===== src/rtl/loadq_sched_pkg.sv =====
// Shared load-queue types: slot ids, static load info, mem-pipe request packet,
// plus the find-first and popcount helpers used by the scheduler.
package loadq_sched_pkg;

    localparam int LDQ_NUM_ENTRIES = 8;
    localparam int LDQ_IDX_W       = $clog2(LDQ_NUM_ENTRIES);

    typedef logic [LDQ_IDX_W-1:0] t_ldq_id;

    typedef struct packed {
        logic [31:0] vaddr;
        logic [6:0]  robid;
        logic [6:0]  pdst;
        logic [15:0] simid;
    } t_ldq_static;

    typedef enum logic [1:0] {
        MEM_NONE  = 2'd0,
        MEM_LOAD  = 2'd1,
        MEM_STORE = 2'd2,
        MEM_FILL  = 2'd3
    } t_mempipe_op;

    typedef struct packed {
        t_mempipe_op op;
        t_ldq_id     id;
        logic [6:0]  robid;
        logic [31:0] vaddr;
    } t_mempipe_arb;

    // Helpers take a 64-bit vector so any queue depth up to 64 can zero-extend into them.
    function automatic logic [6:0] popcount64(input logic [63:0] v);
        logic [6:0] cnt;
        cnt = '0;
        for (int i = 0; i < 64; i++) begin
            cnt = cnt + 7'(v[i]);
        end
        return cnt;
    endfunction

    function automatic logic [5:0] find_first64(input logic [63:0] v);
        logic [5:0] idx;
        idx = '0;
        for (int i = 63; i >= 0; i--) begin
            if (v[i]) idx = 6'(i);
        end
        return idx;
    endfunction

endpackage


===== src/rtl/loadq_sched_rr_arb.sv =====
// Round-robin arbiter: picks the first request at or after rr_ptr (wrapping) and
// advances the pointer past the winner only when the downstream grant arrives.
module loadq_sched_rr_arb #(
    parameter  int N     = 8,
    localparam int IDX_W = $clog2(N)
) (
    input  logic             clk,
    input  logic             reset,
    input  logic [N-1:0]     req,
    input  logic             gnt_en,
    output logic [N-1:0]     gnt,
    output logic [IDX_W-1:0] winner,
    output logic             any_req
);

    logic [IDX_W-1:0] rr_ptr_q;
    logic [IDX_W-1:0] rr_ptr_d;
    logic [IDX_W-1:0] probe;
    logic             found;

    // NOTE: every variable written here gets a default first, so no path can infer a latch.
    always_comb begin
        winner = '0;
        found  = 1'b0;
        probe  = '0;
        for (int i = 0; i < N; i++) begin
            probe = rr_ptr_q + IDX_W'(i);
            if (!found && req[probe]) begin
                found  = 1'b1;
                winner = probe;
            end
        end
    end

    always_comb begin
        any_req  = reset & (|req);
        gnt      = ({{(N-1){1'b0}}, 1'b1} << winner) & {N{gnt_en & any_req}};
        rr_ptr_d = rr_ptr_q;
        if (gnt_en && any_req) begin
            rr_ptr_d = winner + IDX_W'(1);
        end
    end

    // NOTE: state registers use non-blocking assignments so every flop samples pre-edge values.
    always_ff @(posedge clk or negedge reset) begin
        if (!reset) begin
            rr_ptr_q <= '0;
        end else begin
            rr_ptr_q <= rr_ptr_d;
        end
    end

endmodule


===== src/rtl/loadq_sched.sv =====
// Load-queue control: allocates free slots to dispatched loads, tracks occupancy,
// and funnels the entries' mem-pipe requests through a round-robin arbiter.
module loadq_sched
    import loadq_sched_pkg::*;
#(
    parameter  int NUM_ENTRIES = LDQ_NUM_ENTRIES,
    localparam int IDX_W       = $clog2(NUM_ENTRIES),
    localparam int CNT_W       = IDX_W + 1
) (
    input  logic                   clk,
    input  logic                   reset,
    input  logic                   alloc_req_mm0,
    input  t_ldq_static            alloc_static_mm0,
    output logic                   alloc_gnt_mm0,
    output logic [IDX_W-1:0]       alloc_id_mm0,
    output logic                   ldq_full,
    output logic [CNT_W-1:0]       ldq_count,
    input  logic [NUM_ENTRIES-1:0] e_valid,
    output logic [NUM_ENTRIES-1:0] e_alloc_mm0,
    output t_ldq_static            q_alloc_static_mm0,
    input  logic [NUM_ENTRIES-1:0] e_pipe_req_mm0,
    input  t_mempipe_arb           e_pipe_req_pkt_mm0 [NUM_ENTRIES],
    output logic [NUM_ENTRIES-1:0] e_pipe_gnt_mm0,
    output logic                   ldq_pipe_req_mm0,
    output t_mempipe_arb           ldq_pipe_req_pkt_mm0,
    input  logic                   ldq_pipe_gnt_mm0
);

    logic [NUM_ENTRIES-1:0] e_valid_q, e_valid_d;
    logic [NUM_ENTRIES-1:0] e_alloc_q, e_alloc_d;
    logic [CNT_W-1:0]       ldq_count_q, ldq_count_d;
    logic                   ldq_full_q, ldq_full_d;

    logic [NUM_ENTRIES-1:0] free;
    logic [NUM_ENTRIES-1:0] dealloc;
    logic [NUM_ENTRIES-1:0] pkt_sel;
    logic [IDX_W-1:0]       winner;

    // A slot stays busy through the cycle its e_valid falls, so it can only be reused afterwards.
    always_comb begin
        free          = ~e_valid & ~e_valid_q & ~e_alloc_q;
        alloc_gnt_mm0 = reset & alloc_req_mm0 & (|free);
        alloc_id_mm0  = reset ? IDX_W'(find_first64(64'(free))) : '0;
        e_alloc_mm0   = ({{(NUM_ENTRIES-1){1'b0}}, 1'b1} << alloc_id_mm0)
                      & {NUM_ENTRIES{alloc_gnt_mm0}};
        q_alloc_static_mm0 = alloc_static_mm0;
    end

    always_comb begin
        dealloc     = e_valid_q & ~e_valid;
        ldq_count_d = ldq_count_q + CNT_W'(alloc_gnt_mm0)
                    - CNT_W'(popcount64(64'(dealloc)));
        ldq_full_d  = (ldq_count_d == CNT_W'(NUM_ENTRIES));
        e_valid_d   = e_valid;
        e_alloc_d   = e_alloc_mm0;
    end

    always_ff @(posedge clk or negedge reset) begin
        if (!reset) begin
            e_valid_q   <= '0;
            e_alloc_q   <= '0;
            ldq_count_q <= '0;
            ldq_full_q  <= 1'b0;
        end else begin
            e_valid_q   <= e_valid_d;
            e_alloc_q   <= e_alloc_d;
            ldq_count_q <= ldq_count_d;
            ldq_full_q  <= ldq_full_d;
        end
    end

    assign ldq_count = ldq_count_q;
    assign ldq_full  = ldq_full_q;

    loadq_sched_rr_arb #(.N(NUM_ENTRIES)) u_arb (
        .clk     (clk),
        .reset   (reset),
        .req     (e_pipe_req_mm0),
        .gnt_en  (ldq_pipe_gnt_mm0),
        .gnt     (e_pipe_gnt_mm0),
        .winner  (winner),
        .any_req (ldq_pipe_req_mm0)
    );

    // Packet select ignores the downstream grant: the winner's packet is shown while it waits.
    always_comb begin
        pkt_sel              = ({{(NUM_ENTRIES-1){1'b0}}, ldq_pipe_req_mm0}) << winner;
        ldq_pipe_req_pkt_mm0 = '0;
        for (int i = 0; i < NUM_ENTRIES; i++) begin
            if (pkt_sel[i]) begin
                ldq_pipe_req_pkt_mm0 = t_mempipe_arb'(ldq_pipe_req_pkt_mm0 | e_pipe_req_pkt_mm0[i]);
            end
        end
    end

    a_alloc_legal: assert property (@(posedge clk) disable iff (!reset)
        $onehot0(e_alloc_mm0) && ((e_alloc_mm0 & e_valid) == '0));

    a_pipe_gnt_legal: assert property (@(posedge clk) disable iff (!reset)
        $onehot0(e_pipe_gnt_mm0) && ((e_pipe_gnt_mm0 & ~e_pipe_req_mm0) == '0));

    a_full_agrees: assert property (@(posedge clk) disable iff (!reset)
        ldq_full_q == (free == '0));

    a_count_range: assert property (@(posedge clk) disable iff (!reset)
        (ldq_count_q <= CNT_W'(NUM_ENTRIES))
        && (CNT_W'(popcount64(64'(dealloc))) <= ldq_count_q));

    a_count_tracks: assert property (@(posedge clk) disable iff (!reset)
        ((e_valid == e_valid_q) && (e_alloc_q == '0))
        |-> (ldq_count_q == CNT_W'(popcount64(64'(e_valid)))));

    a_gnt_has_req: assert property (@(posedge clk) disable iff (!reset)
        ldq_pipe_gnt_mm0 |-> ldq_pipe_req_mm0);

endmodule

===== config.mk =====
export PLATFORM = sky130hd
export DESIGN_NAME = loadq_sched
export DESIGN_NICKNAME = d
export VERILOG_FILES = /design/src/rtl/loadq_sched_pkg.sv /design/src/rtl/loadq_sched_rr_arb.sv /design/src/rtl/loadq_sched.sv
export SDC_FILE = /design/constraint.sdc
export NUM_CORES = 1
export LEC_CHECK = 0
export ABC_AREA = 0
export CAP_MARGIN = 0
export CORE_AREA = 10 10 213 215
export DETAILED_ROUTE_END_ITERATION = 8
export DIE_AREA = 0 0 223 225
export GPL_TIMING_DRIVEN = 0
export PLACE_DENSITY = 0.46
export SLEW_MARGIN = 20
export SYNTH_ARGS = -nofsm -noshare
export SYNTH_HDL_FRONTEND = slang
export SYNTH_SLANG_ARGS = --single-unit

===== constraint.sdc =====
create_clock -name clk -period 5.2 [get_ports clk]
set_clock_uncertainty 0.05 [all_clocks]
set_input_delay 0.78 -clock clk [delete_from_list [all_inputs] [get_ports clk]]
set_output_delay 0.78 -clock clk [all_outputs]
set_load 0.02 [all_outputs]

### After elaboration in Yosys (flattened, before gate mapping)

Cells that the tools add are included.

| storage, ports and cells | value |
|---|---|
| register bits | 24 |
| word-level logic and storage cells | 118 |

| cells by class | value |
|---|---|
| add/sub/neg operators | 17 |
| magnitude comparators | 8 |
| equality and inequality tests | 1 |
| shift-type cells | 3 |
| mux-type cells | 48 |
| bitwise logic cells | 19 |
| reductions and logical operators | 17 |

Operators with widths:

| cell | number |
|---|---|
| two-way mux 44 bit | 8 |
| bitwise OR 44 bit | 7 |
| two-way mux 3 bit | 17 |
| AND 8 bit | 5 |
| less-than comparator 3 x 4 -> 1 bit, second input constant | 8 |
| binary-select mux 1 bit (select 3 bit) | 8 |
| NOT 8 bit | 3 |
| adder 4 x 1 -> 4 bit | 5 |
| OR reduction 8 bit | 2 |
| left shift 1 x 3 -> 8 bit, first input constant | 2 |
| two-way mux 1 bit | 15 |
| adder 3 bit, second input constant | 4 |
| logical AND 1 bit | 8 |
| left shift 1 x 3 -> 8 bit | 1 |
| zero test 1 bit | 7 |
| adder 3 x 1 -> 3 bit, second input constant | 2 |
| adder 3 x 2 -> 3 bit, second input constant | 2 |
| adder 3 x 1 -> 4 bit | 1 |
| AND 1 bit | 4 |
| == test 4 bit, second input constant | 1 |
| subtractor 4 bit | 1 |
| adder 2 x 1 -> 3 bit | 1 |
| adder 1 x 1 -> 2 bit | 1 |

### Depth between registers and ports, before layout

Gate-level depths: netlist of the first run.

| logic depth | value |
|---|---|
| word-level depth | 40 |
| mapped depth | 19 |

### Hierarchy

A second synthesis of the first run with hierarchy kept.

| unflattened totals | value |
|---|---|
| cell total of the unflattened synthesis | 593 |
| area, all modules | 4794.6 um^2 |

Modules (own cells, without submodules):

| module | instances | cells each | area each (um^2) | seq. area each (um^2) |
|---|---|---|---|---|
| loadq_sched | 1 | 472 | 3676.0 | 525.5 |
| loadq_sched_rr_arb | 1 | 121 | 1118.6 | 75.1 |

### Worst setup path before layout of the first run

No wires, ideal clock.

| timing path | value |
|---|---|
| path type | reg2out |
| start point | reg u_arb.rr_ptr_q[0] |
| end point | out ldq_pipe_req_pkt_mm0[10] in the netlist's numbering |
| arrival | 4.323 ns |
| slack | 0.047 ns |
| cell stages (with the launch flop) | 20 |
| buffers on the path | 7 |
| cells stage by stage | dfrtp_1 > buf_2 > buf_2 > buf_2 > inv_1 > ha_1 > clkbuf_1 > mux4_2 > a221o_1 > a2111oi_2 > o22ai_1 > a221o_1 > and2_1 > buf_6 > inv_2 > buf_4 > buf_4 > mux2i_1 > o22ai_1 > a221o_1 |

RTL lines:

| item | line | text |
|---|---|---|
| from (decl) | loadq_sched_rr_arb.sv:16 | `logic [IDX_W-1:0] rr_ptr_q;` |
| from (signal assigned) | loadq_sched_rr_arb.sv:49 | `rr_ptr_q <= rr_ptr_d;` |
| to (decl) | loadq_sched.sv:25 | `output t_mempipe_arb ldq_pipe_req_pkt_mm0,` |

==> impl_metrics.json, run 1 <==
{
  "status": "complete, no violations",
  "fin_area_sq_mm": 0.0125,
  "first_iter_violations": 303,
  "path_cells": "clkdlybuf4s15_2 -> mux4_2 -> buf_4 -> a2111oi_4 -> o21a_2 -> buf_4 -> a221o_1 -> and2_4 -> clkinv_8 -> buf_16 -> buf_12 -> buf_12 -> mux2i_1 -> o2bb2ai_1 -> a221o_1 -> buf_4",
  "path_class": "in -> out",
  "drive_gt1_share_pct": 25.6,
  "fin_crit_ns": 5.04,
  "slowest_stage": "mux4_2",
  "seq_area_frac_synth_pct": 10.7,
  "pwr_density_cell_mw_per_mm2": 922,
  "clk_latency_ns": 0.26,
  "final_util_pct": 30.2,
  "die-area_sq_mm": 0.0502,
  "path_clk_slew_ns": 0.06,
  "syn_avg_cell_area_sq_um": 9.14,
  "end_kind": "output pin",
  "max_clock_freq_ghz": 0.198,
  "r2r_slack_ns": 1.04,
  "max_cap_violations": 0,
  "cts.sinks": 24,
  "routed_wl_um": 42600,
  "numCtsBuffers": 3,
  "syn2layout_area_growth_pct": 123,
  "cp_common_cell": "buf_4",
  "synthesis.instances": 614,
  "finalCritPeriodShare_pct": 96.9,
  "core_area_sq_mm": 0.0414,
  "critPathLaunchType": "input port",
  "synth_warnings": 0,
  "grt_usage_pct": 15.7,
  "antenna_found_initial": 4,
  "ant_nets": 0,
  "rsz0062_at_grt": "true",
  "timing.hold.ws_ns": 0.479,
  "cp_data_arrival_time_ns": 4.21,
  "dp_hpwl_um": 35400,
  "port_buffers": 503,
  "cp.required_ns": 4.37,
  "dr_total_vias": 7374,
  "netlist_area_sq_mm": 0.00561,
  "die_x_um": 223,
  "syn-num-nets": 1069,
  "synth.distinct_cells": 60,
  "vdd_drop_max_v": 0.000363,
  "synth_flop_cell": "dfrtp_1",
  "synth-edff-count": 0,
  "cts_buffer_depth": 2,
  "die_h_um": 225,
  "drv_slew": 0,
  "slew_headroom_pct": 59.0,
  "grt_max_degree": 30,
  "grt_pass1_wl_um": 58700,
  "cp_max_fo": 7,
  "first_global_vias": 8041,
  "tightest_slew_ns": 0.611,
  "async_flop_share_pct": 100,
  "hold_path_class": "in -> async",
  "initial_core_util_pct": 13.6,
  "wl_per_cell_um": 24.8,
  "rows": 75,
  "final_cell_mix": "clkdlybuf4s50_1 (446), mux2i_1 (122), buf_4 (109)",
  "dp_cells": 1657,
  "drc": 0,
  "cts_root_buf": "clkbuf_16",
  "finalHoldViolCount": 0,
  "grt-ovfl-total": 0,
  "stdcell_count": 1715,
  "setup_viol": 0,
  "dpl_cell_area_sq_mm": 0.0113,
  "max_stage_delay_ns": 0.57,
  "p_leak_uw": 0.00501,
  "cts_tree": "built",
  "num-nets-final": 1629,
  "dr.pass1.iters": 5,
  "ys_seq_elements": 24,
  "ioPinCount": 566,
  "layout_commonest_cell": "clkdlybuf4s50_1",
  "avgViaCountPerCell": 4.30,
  "gp_congestion": 0.840,
  "total_power_uw": 11500,
  "h-tree-depth": 1
}
## layer usage
metal / track usage [%] / routed length (um)
met1: 17.6 / 16400
met5: 0 / 0
met2: 29.3 / 22500
met3: 4.51 / 3400
met4: 1.81 / 245
## layout make-up
class / count / area [sq um]
fillers: 4362 / 28900
repair buffers: 561 / 5560
multi-input cells: 463 / 4470
plain buffers: 105 / 1010
well taps: 539 / 674
flip-flops and latches: 24 / 603
inverters: 16 / 78.8
clock buffers: 3 / 75.1
clock inverters: 1 / 30.0
diodes: 3 / 7.51
## timing repair
item | 4_1_cts | 5_1_grt
hold buffers | 0 | 0
pin swaps | 24 | 5
gates cloned | 7 | 0
resized for setup | 335 | 41
endpoints found under the setup margin | 52 | 48
setup buffers | 43 | 8
## worst max-delay path, delay by kind of cell
kind / cells / cell delay (ns)
multiplexers: 2 / 0.73
buffers and inverters: 8 / 1.24
AND/OR/NAND/NOR: 1 / 0.19
AO/OA/AOI/OAI: 5 / 1.24
## synth_stat cells (3+ instances only)
cell       number  area, sq um
nand2b_1        9         56.3
buf_6          14          158
mux2i_1       143         1430
buf_4          72          541
clkbuf_1       12         45.0
nor2b_1         6         37.5
and3_1          5         31.3
nor2_1         21         78.8
nand3_1         3         15.0
or3_1           3         18.8
a21oi_1         7         35.0
inv_1          13         48.8
dfrtp_1        24          601
o22ai_1        45          282
o2bb2ai_1      44          385
nor4_1          4         25.0
ha_1           15          188
a221oi_1        3         26.3
fa_1            6          120
xnor2_1         4         35.0
o21ai_0         9         45.0
and2_1          3         18.8
a211oi_1        3         22.5
nand2_1        19         71.3
mux2_2         14          158
mux4_2          9          203
nor3_1         10         50.1
a221o_1        45          450
buf_2          13         65.1
## state kept, by name, summed over array words and instances (netlist names)
name	count
e_alloc_q	8
e_valid_q	8
ldq_count	4
u_arb.rr_ptr_q	3
ldq_full	1
## report_power, final
part | internal [uW] | total, uW | switching [uW] | leakage, uW
Sequential | 226 | 261 | 34.4 | 0.000299
Combinational | 5390 | 11100 | 5670 | 0.00466
Clock | 153 | 220 | 66.5 | 0.0000511
## metrics by stage
step | setup WS (ns) | TNS (ns)
final | 0.160 | 0
after global routing | -0.0141 | -0.0141
after CTS | -0.0348 | -0.0818
after detailed placement | -2.42 | -109.51
after global placement | -2.38 | -108.39
after floorplan | 0.0467 | 0
## cell families after synthesis
| family | count (synthesis) | share of synthesized area [%] |
|---|---|---|
| fa+ha+maj | 21 | 5.49 |
| simple gates | 95 | 9.12 |
| flops | 24 | 10.7 |
| xor+xnor | 6 | 0.937 |
| compound gates | 173 | 25.7 |
| buf+inv | 127 | 15.5 |
| mux | 168 | 32.5 |
## final timing paths
check / from / endpoint / cells past startpoint
worst max register to register: e_valid_q[6]$_DFF_PN0_ / ldq_full$_DFF_PN0_ / 15
min in group clk: ldq_count[0]$_DFF_PN0_ / ldq_count[0]$_DFF_PN0_ / 1
worst max-delay path: e_pipe_req_mm0[2] / ldq_pipe_req_pkt_mm0[22] / 16
worst min-delay path: reset / e_valid_q[3]$_DFF_PN0_ / 1
worst min register to register: ldq_count[0]$_DFF_PN0_ / ldq_count[0]$_DFF_PN0_ / 1
max in group asynchronous: reset / u_arb.rr_ptr_q[1]$_DFFE_PN0P_ / 1
(Power assumes the default switching activity.)
==> inputs of run 2 (changes only) <==
--- a/config.mk
+++ b/config.mk
@@ -6,7 +6,7 @@
 export NUM_CORES = 1
 export LEC_CHECK = 0
 export ABC_AREA = 0
-export CAP_MARGIN = 0
+export CAP_MARGIN = 20
 export CORE_AREA = 10 10 213 215
 export DETAILED_ROUTE_END_ITERATION = 8
 export DIE_AREA = 0 0 223 225
==> results of run 2 <==
Same layout as run 1: the final DEF is identical, and so are final timing and power.
==> inputs of run 3 (changes only) <==
--- a/config.mk
+++ b/config.mk
@@ -6,6 +6,7 @@
 export NUM_CORES = 1
 export LEC_CHECK = 0
 export ABC_AREA = 0
+export ABC_CLOCK_PERIOD_IN_PS = 5200
 export CAP_MARGIN = 20
 export CORE_AREA = 10 10 213 215
 export DETAILED_ROUTE_END_ITERATION = 8
==> results of run 3 <==
Same layout as run 1: the final DEF is identical, and so are final timing and power.
